==> config.mk <==
export PLATFORM = sky130hd
export DESIGN_NAME = strobed_fifo
export DESIGN_NICKNAME = d
export VERILOG_FILES = /design/src/rtl/strobed_fifo.sv
export SDC_FILE = /design/constraint.sdc
export NUM_CORES = 1
export LEC_CHECK = 0
export CAP_MARGIN = 25
export CORE_ASPECT_RATIO = 0.75
export CORE_MARGIN = 4
export CORE_UTILIZATION = 59
export CTS_CLUSTER_DIAMETER = 30
export DETAILED_ROUTE_END_ITERATION = 10
export PLACE_DENSITY = 0.87
export SKIP_CTS_REPAIR_TIMING = 1
export SLEW_MARGIN = 30
export SYNTH_ARGS = -nofsm -noshare
export SYNTH_HDL_FRONTEND = slang
export SYNTH_SLANG_ARGS = --single-unit
==> constraint.sdc <==
create_clock -name CLK -period 4.24 [get_ports CLK]
set_input_delay 0.636 -clock CLK [delete_from_list [all_inputs] [get_ports CLK]]
set_output_delay 0.636 -clock CLK [all_outputs]
set_load 0.02 [all_outputs]
==> src/rtl/strobed_fifo.sv <==
// strobed_fifo: small ready/valid FIFO that feeds a clock-enabled register
// stage. Words are released one at a time on O with a single-cycle CE strobe,
// at most once every DIV+1 cycles.
//
// Ports:
//   CLK      clock, all state updates on the rising edge
//   RESET    synchronous active-high reset
//   I        write data
//   I_valid  write request (accepted when I_valid && I_ready)
//   I_ready  not full; depends only on registered state
//   DIV      release interval minus one (0 = every cycle)
//   O        registered, last released word
//   CE       registered, one-cycle strobe per released word
//   LEVEL    current occupancy (only when STROBED_FIFO_LEVEL_EN is defined)
//
// Build option: define STROBED_FIFO_LEVEL_EN to add the LEVEL output.
module strobed_fifo #(
  parameter int unsigned WIDTH     = 8,
  parameter int unsigned DEPTH     = 4,
  parameter int unsigned DIV_WIDTH = 4
) (
  input  logic                   CLK,
  input  logic                   RESET,
  input  logic [WIDTH-1:0]       I,
  input  logic                   I_valid,
  output logic                   I_ready,
  input  logic [DIV_WIDTH-1:0]   DIV,
  output logic [WIDTH-1:0]       O,
  output logic                   CE
`ifdef STROBED_FIFO_LEVEL_EN
  ,
  output logic [$clog2(DEPTH):0] LEVEL
`endif
);

  localparam int unsigned AW = $clog2(DEPTH);
  localparam logic [AW:0] FullCount = (AW+1)'(DEPTH);

  logic [WIDTH-1:0]     mem_q [DEPTH];
  logic [AW-1:0]        wr_ptr_q, wr_ptr_d;
  logic [AW-1:0]        rd_ptr_q, rd_ptr_d;
  logic [AW:0]          count_q, count_d;
  logic [DIV_WIDTH-1:0] cnt_q, cnt_d;
  logic [WIDTH-1:0]     o_q, o_d;
  logic                 ce_q, ce_d;

  logic full, empty, tick, push, pop;

  always_comb begin
    full    = (count_q == FullCount);
    empty   = (count_q == '0);
    I_ready = !full;
    // Both push and pop look at registered occupancy only: a pop never frees a
    // slot for a same-cycle push, and a push into an empty FIFO cannot pop.
    push    = I_valid && !full;
    // >= rather than == so that lowering DIV below cnt ticks right away.
    tick    = (cnt_q >= DIV);
    pop     = tick && !empty;

    wr_ptr_d = push ? wr_ptr_q + AW'(1) : wr_ptr_q;
    rd_ptr_d = pop  ? rd_ptr_q + AW'(1) : rd_ptr_q;

    case ({push, pop})
      2'b10:   count_d = count_q + (AW+1)'(1);
      2'b01:   count_d = count_q - (AW+1)'(1);
      default: count_d = count_q;
    endcase

    // A tick while empty still restarts the interval; no credit is banked.
    cnt_d = tick ? '0 : cnt_q + DIV_WIDTH'(1);
    o_d   = pop ? mem_q[rd_ptr_q] : o_q;
    ce_d  = pop;
  end

  always_ff @(posedge CLK) begin
    if (RESET) begin
      wr_ptr_q <= '0;
      rd_ptr_q <= '0;
      count_q  <= '0;
      cnt_q    <= '0;
      o_q      <= '0;
      ce_q     <= 1'b0;
    end else begin
      wr_ptr_q <= wr_ptr_d;
      rd_ptr_q <= rd_ptr_d;
      count_q  <= count_d;
      cnt_q    <= cnt_d;
      o_q      <= o_d;
      ce_q     <= ce_d;
    end
  end

  // Storage needs no reset; pointers and count define which entries are live.
  always_ff @(posedge CLK) begin
    if (push && !RESET) begin
      mem_q[wr_ptr_q] <= I;
    end
  end

  assign O  = o_q;
  assign CE = ce_q;

`ifdef STROBED_FIFO_LEVEL_EN
  assign LEVEL = count_q;
`endif

endmodule

==> qor.yml <==
status: "completed"
wl_mm: 3.87
synthCells: 162
critPathMaxStageDelay_ns: 0.45
start_util_pct: 61.0
finalNetCount: 211
crit_family: "adder cells"
ys_seq_area_share_pct: 61.3
coreArea_mm2: 0.00364
root_buffer: "clkbuf_8"
drc: 0
diodes: 0
cts_buffer_depth: 2
grt_pass1_wl_mm: 6.61
worstMarginPinSlew_ns: 0.738
worstSetupPathType: "input port to flop"
grt_max_degree: 19
dieArea_mm2: 0.00482
die_h_um: 61.1
drtIter0Drc: 116
yosysWarnings: 0
synth_edf_count: 32
power.density_mw_per_mm2: 409
hpwl_mm: 2.88
synthTopCellsByArea: "edfxtp_1 (43%), dfxtp_1 (18%), mux4_2 (8.1%), ha_1 (5.6%), o31ai_1 (3.4%)"
min_period_ns: 3.06
crit_buf_inv: 4
end_kind: "flop"
worst_ep_arrival_time_ns: 3.29
vias: 1350
clk_pin_slew_ns: 0.09
clk_latency_ns: 0.31
overflow: 0
synthDominantCellAreaShare_pct: 43.3
num_rows: 19
ys_ff_latch: 52
async_reset_ff_share_pct: 0
gp_congestion: 0.803
synth_ff_type: "edfxtp_1"
p_total_uw: 1060
slew_headroom_pct: 50.5
tns_ns: 0
period_share_pct: 72.2
postRouteAntennaNets: 0
slew_viol_final: 0
fmax_ghz: 0.326
cts-htree-levels: 2
place_ws_ns: 0.872
die_w_um: 78.8
area_growth_pct: 16.3
fin_ws_ns: 1.18
num_io_pins: 25
r2r_setup_slack_ns: 1.59
viasPerCell: 5.67
routedWlPerCell_um: 16.3
p_leak_uw: 0.000873
drt_first_pass_iters: 4
grt_antenna_before_repair: 0
cts_tree: "done"
setup_viol: 0
synth_cell_types: 34
fin_worst_skew_ns: 0.00634
globalRouteTotalUtil_pct: 18.5
crit_required_ns: 4.47
holdWs_ns: 0.472
grt_pass1_vias: 1344
rsz0062_at_grt: "no"
io_buffer_count: 24
cap_violations: 0
peakVddDrop_mv: 0.241
clock-sinks: 52
worst_hold_path_type: "flop to flop"
synth_area_leader_cell: "edfxtp_1"
slowest_stage: "clkdlybuf4s50_1"
synth_area_per_cell_um2: 13.7
crit_chain: "clkdlybuf4s50_1 > inv_1 > ha_1 > o21ai_0 > nor2b_1 > buf_4 > nor3_1 > ha_1 > inv_1 > fa_1 > xor2_1 > or3_1 > a21oi_1"
finalHoldViolCount: 0
start_kind: "input port"
netlist_area_mm2: 0.00222
drive_gt1_share_pct: 11.3
final_cells: 238
syn_nets: 188
dp.cells: 230
numCtsBuffers: 5
critPathMaxFanout: 14
==> cell families after synthesis <==
group / after synthesis / share of synthesized area (%)
compound gates: 28 / 8.00
simple gates: 38 / 9.75
buf+inv: 20 / 4.28
xor+xnor: 5 / 1.97
mux: 8 / 8.12
flops: 52 / 61.3
fa+ha+maj: 11 / 6.54
==> through the flow <==
step                      utilization, %  area (µm²)
after floorplan                        -        2220
after global placement              68.1        2480
after detailed placement            68.3        2480
after CTS                           71.0        2580
after global routing                71.0        2580
final                               71.0        2580
==> routing by layer <==
layer  vias up  routed length [µm]  track usage [%]
met4         0                  55             8.09
met3         5                 246             4.97
li1        651                   -                -
met2        44                1900             30.4
met5         -                   0                0
met1       650                1680             23.8
==> worst reg2reg max path, cell delays in order, from the launching register on <==
cell and delay [ns]:
dfxtp_1 0.41, inv_1 0.07, ha_1 0.31, nor2b_4 0.05, o21a_4 0.24, nor3_1 0.23, ha_1 0.22, inv_1 0.06
fa_1 0.37, xor2_1 0.17, or3_1 0.31, a21oi_1 0.14
==> registers in the layout (all words and copies together) (netlist names) <==
name,cells
O,8
mem_q,32
CE,1
count_q,3
wr_ptr_q,2
cnt_q,4
rd_ptr_q,2
==> synth_stat cells (all sizes together) (2+ instances only) <==
cell / count
clkbuf: 4
nand3: 2
dfxtp: 20
o21ai: 3
nor2: 9
and2: 4
xor2: 3
ha: 10
nor2b: 2
o31ai: 10
a21oi: 13
inv: 11
edfxtp: 32
nand4: 8
or3: 2
mux4: 8
nor3: 3
buf: 5
xnor2: 2
or4: 2
nand2: 3
==> where the power goes <==
group / total (µW) / internal, µW / switching, µW
registers: 584 / 562 / 21.8
logic: 177 / 72.1 / 104
clock network: 296 / 132 / 164
==> area by class of cell <==
type | count | area, µm²
Clock inverter | 2 | 15.0
Inverter | 11 | 41.3
Sequential cell | 52 | 1360
Timing Repair Buffer | 25 | 248
Clock buffer | 6 | 82.6
Multi-Input combinational cell | 90 | 768
Tap cell | 52 | 65.1
Fill cell | 235 | 1060
==> cells in the final DEF (no fill, tap or decap), types with 2 or more instances in the layout <==
master / n
nand3_1: 2
edfxtp_1: 32
mux4_2: 8
clkdlybuf4s50_1: 24
xor2_1: 3
inv_1: 11
and2_1: 4
nor2_1: 9
clkinvlp_4: 2
o31ai_1: 10
or3_1: 2
a21oi_1: 13
nand2_1: 2
nand4_1: 8
xnor2_1: 2
ha_1: 10
nor3_1: 2
clkbuf_8: 6
or4_1: 2
dfxtp_1: 20
o21ai_0: 2
==> final timing paths <==
kind / to / cells past startpoint / startpoint
worst min-delay path: O[0] / 2 / O[0]
worst min register to register: O[0] / 2 / O[0]
worst max-delay path: count_q[2] / 13 / DIV[2]
worst max register to register: count_q[2] / 11 / cnt_q[0]
No activity file was read; power rests on OpenSTA's default activity.
